**src/rtl/mem_port_arbiter_if.sv**
```systemverilog
// Bundle of the fetch, LSU and byte-memory signals around mem_port_arbiter.
// Latency: none, wires only.
// Backpressure: req/ack handshakes toward the core, mem_ready stalls toward memory.
// Ports: if_* fetch port, ls_* load/store port, rdata shared read data,
//        mem_* byte-wide external memory port.
// Modports: slave = the arbiter, master = core/memory environment.
interface mem_port_arbiter_if #(
  parameter int ADDR_W = 24
);
  logic              if_req;
  logic [ADDR_W-1:0] if_addr;
  logic              if_ack;
  logic              if_err;

  logic              ls_req;
  logic              ls_we;
  logic [1:0]        ls_size;
  logic [ADDR_W-1:0] ls_addr;
  logic [31:0]       ls_wdata;
  logic              ls_ack;
  logic              ls_err;

  logic [31:0]       rdata;

  logic              mem_req;
  logic              mem_we;
  logic [ADDR_W-1:0] mem_addr;
  logic [7:0]        mem_wdata;
  logic              mem_ready;
  logic [7:0]        mem_rdata;

  modport slave (
    input  if_req, if_addr,
    input  ls_req, ls_we, ls_size, ls_addr, ls_wdata,
    input  mem_ready, mem_rdata,
    output if_ack, if_err, ls_ack, ls_err, rdata,
    output mem_req, mem_we, mem_addr, mem_wdata
  );

  modport master (
    output if_req, if_addr,
    output ls_req, ls_we, ls_size, ls_addr, ls_wdata,
    output mem_ready, mem_rdata,
    input  if_ack, if_err, ls_ack, ls_err, rdata,
    input  mem_req, mem_we, mem_addr, mem_wdata
  );
endinterface

```
**src/rtl/mem_port_arbiter.sv**
```systemverilog
// Shares one byte-wide memory port between fetch and LSU, LSU priority with fetch anti-starvation.
// Latency: with mem_ready tied high, ack 2/3/5 cycles after req for byte/half/word.
// Backpressure: mem_ready low holds the current byte; requesters wait for their ack pulse.
// Ports: clk, rst_n (async active-low), bus (mem_port_arbiter_if.slave).
// Optional: define MEM_TIMEOUT_EN to abort a byte that waits TIMEOUT_CYCLES
//           cycles without mem_ready (ack with err=1, rdata=0).
module mem_port_arbiter #(
  parameter int ADDR_W         = 24,
  parameter int MAX_STREAK     = 2,
  parameter int TIMEOUT_CYCLES = 255
) (
  input logic            clk,
  input logic            rst_n,
  mem_port_arbiter_if.slave bus
);

  localparam int STREAK_W = $clog2(MAX_STREAK + 1);

  typedef enum logic [1:0] {IDLE, XFER, DONE} state_t;

  state_t              state;
  logic                grant_ls;   // 1: current transaction belongs to the LSU
  logic                cur_we;
  logic [ADDR_W-1:0]   base_addr;
  logic [31:0]         cur_wdata;
  logic [1:0]          byte_idx;
  logic [1:0]          last_idx;   // index of the final byte: 0, 1 or 3
  logic [STREAK_W-1:0] streak;

  logic                if_ack_q, ls_ack_q, if_err_q, ls_err_q;
  logic [31:0]         rdata_q;
  logic                mem_req_q, mem_we_q;
  logic [ADDR_W-1:0]   mem_addr_q;
  logic [7:0]          mem_wdata_q;

  logic                streak_full;
  logic                pick_ls;
  logic [1:0]          ls_last_idx;
  logic [1:0]          next_idx;
  logic [ADDR_W-1:0]   next_addr;
  logic                tmo_hit;

  assign streak_full = (streak == STREAK_W'(MAX_STREAK));
  // LSU wins unless fetch has been passed over MAX_STREAK times in a row.
  assign pick_ls     = bus.ls_req && !(bus.if_req && streak_full);
  assign ls_last_idx = (bus.ls_size == 2'd0) ? 2'd0 :
                       (bus.ls_size == 2'd1) ? 2'd1 : 2'd3;
  assign next_idx    = byte_idx + 2'd1;
  // Address arithmetic wraps naturally at ADDR_W bits.
  assign next_addr   = base_addr + ADDR_W'(next_idx);

`ifdef MEM_TIMEOUT_EN
  localparam int TMO_W = $clog2(TIMEOUT_CYCLES + 1);
  logic [TMO_W-1:0] tmo_cnt;
  assign tmo_hit = !bus.mem_ready && (tmo_cnt == TMO_W'(TIMEOUT_CYCLES - 1));
`else
  assign tmo_hit = 1'b0;
`endif

  always_ff @(posedge clk or negedge rst_n) begin
    if (!rst_n) begin
      state       <= IDLE;
      grant_ls    <= 1'b0;
      cur_we      <= 1'b0;
      base_addr   <= '0;
      cur_wdata   <= '0;
      byte_idx    <= '0;
      last_idx    <= '0;
      streak      <= '0;
      if_ack_q    <= 1'b0;
      ls_ack_q    <= 1'b0;
      if_err_q    <= 1'b0;
      ls_err_q    <= 1'b0;
      rdata_q     <= '0;
      mem_req_q   <= 1'b0;
      mem_we_q    <= 1'b0;
      mem_addr_q  <= '0;
      mem_wdata_q <= '0;
`ifdef MEM_TIMEOUT_EN
      tmo_cnt     <= '0;
`endif
    end else begin
      case (state)
        IDLE: begin
          if (bus.if_req || bus.ls_req) begin
            state     <= XFER;
            byte_idx  <= '0;
            rdata_q   <= '0;
            mem_req_q <= 1'b1;
`ifdef MEM_TIMEOUT_EN
            tmo_cnt   <= '0;
`endif
            if (pick_ls) begin
              grant_ls    <= 1'b1;
              base_addr   <= bus.ls_addr;
              cur_we      <= bus.ls_we;
              cur_wdata   <= bus.ls_wdata;
              last_idx    <= ls_last_idx;
              mem_addr_q  <= bus.ls_addr;
              mem_we_q    <= bus.ls_we;
              mem_wdata_q <= bus.ls_wdata[7:0];
              // Only grants made over a waiting fetch count toward the streak.
              if (bus.if_req && !streak_full) begin
                streak <= streak + STREAK_W'(1);
              end
            end else begin
              grant_ls    <= 1'b0;
              base_addr   <= bus.if_addr;
              cur_we      <= 1'b0;
              cur_wdata   <= '0;
              last_idx    <= 2'd3;
              mem_addr_q  <= bus.if_addr;
              mem_we_q    <= 1'b0;
              mem_wdata_q <= '0;
              streak      <= '0;
            end
          end
        end

        XFER: begin
          if (bus.mem_ready) begin
            if (!cur_we) begin
              rdata_q[8*byte_idx +: 8] <= bus.mem_rdata;
            end
            if (byte_idx == last_idx) begin
              state       <= DONE;
              mem_req_q   <= 1'b0;
              mem_we_q    <= 1'b0;
              mem_wdata_q <= '0;
              if_ack_q    <= !grant_ls;
              ls_ack_q    <= grant_ls;
            end else begin
              // mem_req stays high; the next byte goes out on the following cycle.
              byte_idx    <= next_idx;
              mem_addr_q  <= next_addr;
              mem_wdata_q <= cur_wdata[8*next_idx +: 8];
`ifdef MEM_TIMEOUT_EN
              tmo_cnt     <= '0;
`endif
            end
          end else if (tmo_hit) begin
            // Abandon the remaining bytes; partial read data is discarded.
            state       <= DONE;
            mem_req_q   <= 1'b0;
            mem_we_q    <= 1'b0;
            mem_wdata_q <= '0;
            rdata_q     <= '0;
            if_ack_q    <= !grant_ls;
            ls_ack_q    <= grant_ls;
            if_err_q    <= !grant_ls;
            ls_err_q    <= grant_ls;
          end else begin
`ifdef MEM_TIMEOUT_EN
            tmo_cnt <= tmo_cnt + TMO_W'(1);
`endif
          end
        end

        DONE: begin
          state    <= IDLE;
          if_ack_q <= 1'b0;
          ls_ack_q <= 1'b0;
          if_err_q <= 1'b0;
          ls_err_q <= 1'b0;
        end

        default: state <= IDLE;
      endcase
    end
  end

  assign bus.if_ack    = if_ack_q;
  assign bus.ls_ack    = ls_ack_q;
  assign bus.rdata     = rdata_q;
  assign bus.mem_req   = mem_req_q;
  assign bus.mem_we    = mem_we_q;
  assign bus.mem_addr  = mem_addr_q;
  assign bus.mem_wdata = mem_wdata_q;
`ifdef MEM_TIMEOUT_EN
  assign bus.if_err    = if_err_q;
  assign bus.ls_err    = ls_err_q;
`else
  assign bus.if_err    = 1'b0;
  assign bus.ls_err    = 1'b0;
`endif

endmodule

```
**src/flat_wrapper.sv**
```systemverilog
// flat-port wrapper written by rule: the top's interface ports become plain ports
module mem_port_arbiter_flat 
#(
  parameter int ADDR_W         = 24,
  parameter int MAX_STREAK     = 2,
  parameter int TIMEOUT_CYCLES = 255
)
  (clk, rst_n, bus_if_req, bus_if_addr, bus_ls_req, bus_ls_we, bus_ls_size, bus_ls_addr, bus_ls_wdata, bus_mem_ready, bus_mem_rdata, bus_if_ack, bus_if_err, bus_ls_ack, bus_ls_err, bus_rdata, bus_mem_req, bus_mem_we, bus_mem_addr, bus_mem_wdata);
  mem_port_arbiter_if #(.ADDR_W(ADDR_W)) bus_i ();
  input logic clk;
  input logic rst_n;
  input wire logic [$bits(bus_i.if_req)-1:0] bus_if_req;
  input wire logic [$bits(bus_i.if_addr)-1:0] bus_if_addr;
  input wire logic [$bits(bus_i.ls_req)-1:0] bus_ls_req;
  input wire logic [$bits(bus_i.ls_we)-1:0] bus_ls_we;
  input wire logic [$bits(bus_i.ls_size)-1:0] bus_ls_size;
  input wire logic [$bits(bus_i.ls_addr)-1:0] bus_ls_addr;
  input wire logic [$bits(bus_i.ls_wdata)-1:0] bus_ls_wdata;
  input wire logic [$bits(bus_i.mem_ready)-1:0] bus_mem_ready;
  input wire logic [$bits(bus_i.mem_rdata)-1:0] bus_mem_rdata;
  output wire logic [$bits(bus_i.if_ack)-1:0] bus_if_ack;
  output wire logic [$bits(bus_i.if_err)-1:0] bus_if_err;
  output wire logic [$bits(bus_i.ls_ack)-1:0] bus_ls_ack;
  output wire logic [$bits(bus_i.ls_err)-1:0] bus_ls_err;
  output wire logic [$bits(bus_i.rdata)-1:0] bus_rdata;
  output wire logic [$bits(bus_i.mem_req)-1:0] bus_mem_req;
  output wire logic [$bits(bus_i.mem_we)-1:0] bus_mem_we;
  output wire logic [$bits(bus_i.mem_addr)-1:0] bus_mem_addr;
  output wire logic [$bits(bus_i.mem_wdata)-1:0] bus_mem_wdata;
  assign bus_i.if_req = bus_if_req;
  assign bus_i.if_addr = bus_if_addr;
  assign bus_i.ls_req = bus_ls_req;
  assign bus_i.ls_we = bus_ls_we;
  assign bus_i.ls_size = bus_ls_size;
  assign bus_i.ls_addr = bus_ls_addr;
  assign bus_i.ls_wdata = bus_ls_wdata;
  assign bus_i.mem_ready = bus_mem_ready;
  assign bus_i.mem_rdata = bus_mem_rdata;
  assign bus_if_ack = bus_i.if_ack;
  assign bus_if_err = bus_i.if_err;
  assign bus_ls_ack = bus_i.ls_ack;
  assign bus_ls_err = bus_i.ls_err;
  assign bus_rdata = bus_i.rdata;
  assign bus_mem_req = bus_i.mem_req;
  assign bus_mem_we = bus_i.mem_we;
  assign bus_mem_addr = bus_i.mem_addr;
  assign bus_mem_wdata = bus_i.mem_wdata;
  mem_port_arbiter #(.ADDR_W(ADDR_W), .MAX_STREAK(MAX_STREAK), .TIMEOUT_CYCLES(TIMEOUT_CYCLES)) u_core (.clk(clk), .rst_n(rst_n), .bus(bus_i));
endmodule
```
**config.mk**
```make
export PLATFORM = sky130hd
export DESIGN_NAME = mem_port_arbiter_flat
export DESIGN_NICKNAME = d
export VERILOG_FILES = /design/src/rtl/mem_port_arbiter_if.sv /design/src/rtl/mem_port_arbiter.sv /design/src/flat_wrapper.sv
export SDC_FILE = /design/constraint.sdc
export NUM_CORES = 1
export LEC_CHECK = 0
export ABC_AREA = 0
export BUFFER_PORTS_ARGS = -buffer_cell sky130_fd_sc_hd__buf_2
export CORE_MARGIN = 2
export CORE_UTILIZATION = 30
export DETAILED_ROUTE_END_ITERATION = 8
export GPL_TIMING_DRIVEN = 0
export SLEW_MARGIN = 20
export SYNTH_ARGS = -nofsm -noshare
export SYNTH_HDL_FRONTEND = slang
export SYNTH_SLANG_ARGS = --single-unit
```
**constraint.sdc**
```tcl
create_clock -name clk -period 3.23 [get_ports clk]
set_input_delay 0.323 -clock clk [delete_from_list [all_inputs] [get_ports clk]]
set_output_delay 0.323 -clock clk [all_outputs]
set_load 0.02 [all_outputs]
```
==> summary.md, run 1 <==
| Metric | Value |
|---|---|
| Worst Reg-to-Reg Cells | `10` |
| DIE AREA | `approximately 23,000 sq um` |
| Critical path fanouts, max | `10` |
| Htree depth | `4` |
| Synth top area share | `between 50% and 60%` |
| Largest net degree at the start of global routing | `a little over 70` |
| Initial Utilization | `approximately 31%` |
| Crit path DAT | `between 3000 and 4000 ps` |
| Total setup buffers inserted after CTS | `0` |
| Critical-path cell list | `buf_4, buf_6, inv_1, ha_2, fa_1, and4_1, and3_1, and4_1, o21ai_0, a22o_1` |
| Post-layout util | `around two fifths` |
| Most common cell in the netlist | `dfrtp_1` |
| Congestion Overflow GR | `0` |
| Cells after Synth | `637` |
| Routability cong. | `about 0.85` |
| Synth warn | `0` |
| Hold path endpoint | `u_core.cur_wdata[9]` |
| Max Slew Vio Count | `0` |
| Crit share post-route | `between 90 and 100%` |
| Cell repeated most along the worst path | `and4_1` |
| Status | `completed` |
| Max-cap violation count | `0` |
| Final hold vios | `0` |
| Final wirelength | `around 19,000 um` |
| Netlist cell types | `58` |
| Pre-antenna DRT Iters | `5` |
| Clk Latency, worst-skew pair | `430 ps` |
| Final #Nets | `roughly 930` |
| Post-DP HPWL | `approximately 14,000 um` |
| CTS Root Cell | `clkbuf_16` |
| Crit path max-delay family | `simple AND/OR/NAND/NOR gates` |
| Post-synth ARST share | `100%` |
| RSZ-0062 raised after global routing | `false` |
| Worst-Margin Slew | `roughly 800 ps` |
| PwrDens | `1000 nW/um^2` |
| Synth area leader | `dfrtp_1` |
| Post-synth top cells | `dfrtp_1 (134), nand2_1 (73), o21ai_0 (52), inv_1 (47), o21ai_1 (41)` |
| Initial antenna violation count | `1` |
| Row Count | `53` |
| Ranking of synthesized cells by area | `dfrtp_1 (51%), nand2_1 (4.2%), a22o_1 (4.0%)` |
| Gr usage total | `between 15 and 20%` |
| Worst min path class | `input port to flop` |
| Final setup skew | `between 10 and 15 ps` |
| Worst Path Required | `3590 ps` |
| Growth of design area from synthesis to finish | `27.3%` |
| Post-synth top flop | `dfrtp_1` |
| # setup viols final | `0` |
| Setup TNS | `0 ps` |
| Routed via count | `approximately 5.5k` |
| Die Width | `151 um` |
| First-pass GRT wire length | `around 30,000 um` |
| Number of flops mapped to enable cells by yosys | `0` |
| Max frequency | `331 MHz` |
| Peak VDD IR | `a little under 0.4 mV` |
| Leakage | `3.97 nW` |
| Worst hold start | `bus_ls_wdata[9]` |
| CTS tree | `built` |
| Register area | `~3400 sq um` |
| Cts bufs inserted | `17` |
| Multi-input gate area | `between 2000 and 3000 sq um` |
| Reg2reg end | `u_core.bus.mem_addr[16]` |
| Sink Count | `134` |
| Number of diodes | `0` |
| Power Total | `0.00832 W` |
| Synth Register Bits | `between 100 and 150` |
| Cell Area, Synth | `around 6500 sq um` |
| Worst hold stages | `2` |
| Std-Cell Core Area | `roughly 21,000 sq um` |
| Share of cells above drive strength 1 | `a little over 30%` |
| CP Launch Type | `flop` |
| Sequential cell area fraction in the yosys report | `between 50% and 60%` |
| CP max stage cell | `fa_1` |
| Crit path time final | `3020 ps` |
| Maximum clock path buffer count | `2` |
| IO buf count | `~160` |
| Kind of critical path | `flop to flop` |
| CP Buf/Inv Count | `3` |
| Routed wire length per instance | `17.2 um` |
| Remaining antenna violation count | `0` |
| Setup crit end kind | `flop` |
| Slew HR | `between 40% and 50%` |
| DR vias/cell | `around 5` |
| Flop2flop setup slack | `~210 ps` |
| Residual DRC | `0` |
| Fillers | `about 2.1k` |
| Clk slew on worst S/H paths | `around 60 ps` |
| Max incr delay on CP | `~430 ps` |
| Syn avg cell area | `a little over 10 sq um` |
| Die Ht | `between 150 and 200 um` |
| I/O pins | `166` |
| Worst r2r src | `u_core.byte_idx[0]` |
| Number of global-route vias before repair | `~5.3k` |
| Iteration-0 DRC Markers | `about 270` |
==> metal layers <==
layer	track usage [%]	up-vias	part of all wire, %
li1	-	2639	-
met1	23.7	2641	46
met2	26.8	166	46
met3	4.37	22	6.9
met4	5.37	2	1.4
met5	0	-	0.068
==> power breakdown <==
part,total (W),switching (W),internal (W)
clock network,0.00185,0.000753,0.00109
registers,0.00284,0.000486,0.00236
logic,0.00363,0.00222,0.00141
==> cells in the final DEF, fill, tap and decap left out, types with 17 or more instances in the layout <==
cell type | synthesis | final
a21oi_1 | 18 | 18
a22o_1 | 30 | 30
buf_2 | 23 | 184
clkbuf_16 | 0 | 17
dfrtp_1 | 134 | 134
inv_1 | 47 | 47
mux2i_1 | 26 | 26
nand2_1 | 73 | 73
nand3_1 | 39 | 39
nor2_1 | 17 | 17
o21ai_0 | 52 | 52
o21ai_1 | 41 | 41
==> through the flow <==
step                std cells  area (sq um)  hold slack [ps]  setup slack [ps]
floorplan                 638          6530             27.4               526
global placement         1076          7690              462              -154
detailed placement       1077          7730              305              8.86
CTS                      1109          8300             93.1              53.8
global route             1109          8310             98.5              19.1
finish                   1109          8310              111               210
==> sequential cells by signal (all words and copies together) (netlist names) <==
name,cells
u_core.bus.rdata,32
u_core.cur_wdata,32
u_core.base_addr,24
u_core.bus.mem_addr,24
u_core.bus.mem_wdata,8
u_core.byte_idx,2
u_core.last_idx,2
u_core.state,2
u_core.streak,2
u_core.bus.if_ack,1
u_core.bus.ls_ack,1
u_core.bus.mem_req,1
u_core.bus.mem_we,1
u_core.cur_we,1
u_core.grant_ls,1
==> worst register-to-register path, cell delays in order, from the launching register on <==
cell and delay (ps):
dfrtp_1 410, buf_4 200, buf_6 170, inv_1 190
ha_2 360, fa_1 430, and4_1 300, and3_1 290
and4_1 220, o21ai_0 220, a22o_1 170
==> how the worst max path moves through the flow <==
| stage | slack [ps] | start | depth (start not counted) | end |
|---|---|---|---|---|
| floorplan | 530 | u_core.byte_idx[0] | 10 | u_core.bus.mem_addr[20] |
| global route | 20 | u_core.byte_idx[0] | 10 | u_core.bus.mem_addr[16] |
| detailed placement | 9 | u_core.byte_idx[0] | 10 | u_core.bus.mem_addr[16] |
| finish | 210 | u_core.byte_idx[0] | 10 | u_core.bus.mem_addr[16] |
| global placement | -150 | rst_n | 1 | u_core.base_addr[23] |
| CTS | 50 | u_core.byte_idx[0] | 10 | u_core.bus.mem_addr[16] |
==> logic make-up after synthesis <==
logic type                 share of synthesized area (%)
DFF                                                 51.4
buffers and inverters                               5.98
adders and majority gates                           1.65
xor gates and xnor gates                            1.88
muxes                                               6.75
AOI/OAI and AO/OA                                   18.7
and+or+nand+nor                                     13.6
other                                             0.0575
==> timing repair <==
item | 4_1_cts | 5_1_grt
endpoints found under the hold margin | 64 | 0
resized for setup | 1 | 3
endpoints found under the setup margin | 1 | 4
hold buffers | 1 | 0
==> layout make-up <==
class                      count  area share, %
sequential                   134           40.4
buffer                        41           2.65
inverter                      47           2.12
clock buffer                  20           5.50
tap                          275           4.14
timing repair buffer         165           10.4
clock inverter                11           1.24
multi-input combinational    416           33.6
Note: power is estimated with default switching activity, not from simulation.
==> run 2, diff against run 1 <==
--- a/config.mk
+++ b/config.mk
@@ -11,6 +11,7 @@
 export CORE_UTILIZATION = 30
 export DETAILED_ROUTE_END_ITERATION = 8
 export GPL_TIMING_DRIVEN = 0
+export MAX_ROUTING_LAYER = met4
 export SLEW_MARGIN = 20
 export SYNTH_ARGS = -nofsm -noshare
 export SYNTH_HDL_FRONTEND = slang
==> summary.md, run 2 (synthesized netlist as in run 1, its figures left out) <==
| Metric | Value |
|---|---|
| Status | `completed` |
| Clk slew on worst S/H paths | `60 ps` |
| Final #Nets | `just over 900` |
| Max incr delay on CP | `430 ps` |
| Iteration-0 DRC Markers | `between 200 and 300` |
| Sink Count | `roughly 130` |
| CP Launch Type | `flop` |
| Leakage | `roughly 4.0 nW` |
| Reg2reg end | `u_core.bus.mem_addr[16]` |
| CTS Root Cell | `clkbuf_16` |
| Die Ht | `roughly 150 um` |
| Placed cell areas | `between 7000 and 8000 sq um` |
| Congestion Overflow GR | `0` |
| Worst hold stages | `2` |
| Residual DRC | `0` |
| Largest net degree at the start of global routing | `71` |
| IO buf count | `163` |
| Final setup skew | `~12 ps` |
| Worst Path Required | `~3600 ps` |
| Met1 usage | `roughly a quarter` |
| Pre-antenna DRT Iters | `5` |
| Worst r2r src | `u_core.byte_idx[0]` |
| Most frequent cells in the layout | `buf_2 (184), dfrtp_1 (134), nand2_1 (73)` |
| Clk Latency, worst-skew pair | `between 400 and 500 ps` |
| CP max stage cell | `fa_1` |
| Row Count | `53` |
| Initial Utilization | `roughly 30%` |
| Max frequency | `between 300 and 400 MHz` |
| Growth of design area from synthesis to finish | `27.3%` |
| Std-Cell Core Area | `21,200 sq um` |
| Peak VDD IR | `0.391 mV` |
| Worst Setup Slack, final | `~210 ps` |
| First-pass GRT wire length | `approximately 30,000 um` |
| Setup crit end kind | `flop` |
| Total setup buffers inserted after CTS | `0` |
| Remaining antenna violation count | `0` |
| Crit share post-route | `93.5%` |
| Critical path fanouts, max | `10` |
| Worst-Margin Slew | `roughly 800 ps` |
| Crit path DAT | `3380 ps` |
| Hold path endpoint | `u_core.cur_wdata[9]` |
| Crit path max-delay family | `simple AND/OR/NAND/NOR gates` |
| Htree depth | `4` |
| Kind of critical path | `flop to flop` |
| DR vias/cell | `about 4.9` |
| Routed wire length per instance | `around 17 um` |
| Max Slew Vio Count | `0` |
| CTS tree | `built` |
| Die Width | `about 150 um` |
| Flop2flop setup slack | `roughly 210 ps` |
| Worst Reg-to-Reg Cells | `10` |
| Met3 usage | `3.77%` |
| Dpl ws | `between 8 and 9 ps` |
| Post-route cell area | `slightly above 8000 sq um` |
| Crit path time final | `about 3000 ps` |
| Cts bufs inserted | `17` |
| Gr busiest metal | `met2` |
| # setup viols final | `0` |
| I/O pins | `between 150 and 200` |
| DIE AREA | `about 23,000 sq um` |
| Setup TNS | `0 ps` |
| Max-cap violation count | `0` |
| Share of cells above drive strength 1 | `30.2%` |
| Number of global-route vias before repair | `~5.3k` |
| Worst hold start | `bus_ls_wdata[9]` |
| Final hold vios | `0` |
| Gr usage total | `17.7%` |
| Routability cong. | `between 0.8 and 0.9` |
| Cell repeated most along the worst path | `and4_1` |
| CP Depth | `10` |
| Slew HR | `a little under half` |
| PwrDens | `roughly 1000 nW/um^2` |
| Post-layout util | `39.3%` |
| Maximum clock path buffer count | `2` |
| Post-DP HPWL | `roughly 14,000 um` |
| Initial antenna violation count | `1` |
| RSZ-0062 raised after global routing | `false` |
| Commonest non-fill, non-tap cell in the layout | `buf_2` |
| CP Buf/Inv Count | `3` |
| Global routing usage on met2 | `roughly 27%` |
| Routed via count | `roughly 5.5k` |
| Final wirelength | `roughly 19,000 um` |
| Worst min path class | `input port to flop` |
| Critical-path cell list | `buf_4, buf_6, inv_1, ha_2, fa_1, and4_1, and3_1, and4_1, o21ai_0, a22o_1` |
==> run 2: cell count changes in the layout (fill, tap and decap cells not counted), sizes merged <==
cell | before | now
diode | 0 | 1
==> run 2: what timing repair did <==
| action | CTS | global route |
|---|---|---|
| hold buffers | 1 | 0 |
| resized for setup | 1 | 3 |
| hold endpoints to repair | 64 | 0 |
| gates cloned | 0 | 0 |
| endpoints found under the setup margin | 1 | 4 |
==> run 2: through the flow <==
| step | total power, W | cells | hold WS [ps] |
|---|---|---|---|
| floorplan | 0.00530 | 638 | 27.4 |
| global placement | 0.00644 | 1076 | 462 |
| detailed placement | 0.00652 | 1077 | 305 |
| CTS | 0.00841 | 1109 | 93.1 |
| global route | 0.00894 | 1110 | 103 |
| finish | 0.00832 | 1110 | 112 |
==> run 2: how the worst max path moves through the flow <==
stage / to / slack, ps / from
5_1_grt: u_core.bus.mem_addr[16] / 20 / u_core.byte_idx[0]
3_3_place_gp: u_core.base_addr[23] / -150 / rst_n
3_5_place_dp: u_core.bus.mem_addr[16] / 9 / u_core.byte_idx[0]
6_report: u_core.bus.mem_addr[16] / 210 / u_core.byte_idx[0]
4_1_cts: u_core.bus.mem_addr[16] / 50 / u_core.byte_idx[0]
2_1_floorplan: u_core.bus.mem_addr[20] / 530 / u_core.byte_idx[0]
==> run 2: layout make-up <==
class / instances / area (sq um)
well taps: 275 / 344
multi-input cells: 416 / 2790
diodes: 1 / 2.50
inverters: 47 / 176
flip-flops and latches: 134 / 3350
clock buffers: 20 / 457
repair buffers: 165 / 863
fillers: 2132 / 12800
plain buffers: 41 / 220
clock inverters: 11 / 103
==> run 2: where the power goes <==
| group | internal (W) | total [W] | switching [W] |
|---|---|---|---|
| logic | 0.00141 | 0.00363 | 0.00222 |
| registers | 0.00236 | 0.00284 | 0.000487 |
| clock network | 0.00110 | 0.00185 | 0.000751 |
| total | 0.00486 | 0.00832 | 0.00345 |
==> run 2: layer usage <==
| layer | vias to the layer above | part of all wire, % |
|---|---|---|
| li1 | 2635 | - |
| met1 | 2626 | 46 |
| met2 | 167 | 46 |
| met3 | 22 | 6.5 |
| met4 | 0 | 1.5 |
| met5 | - | 0 |
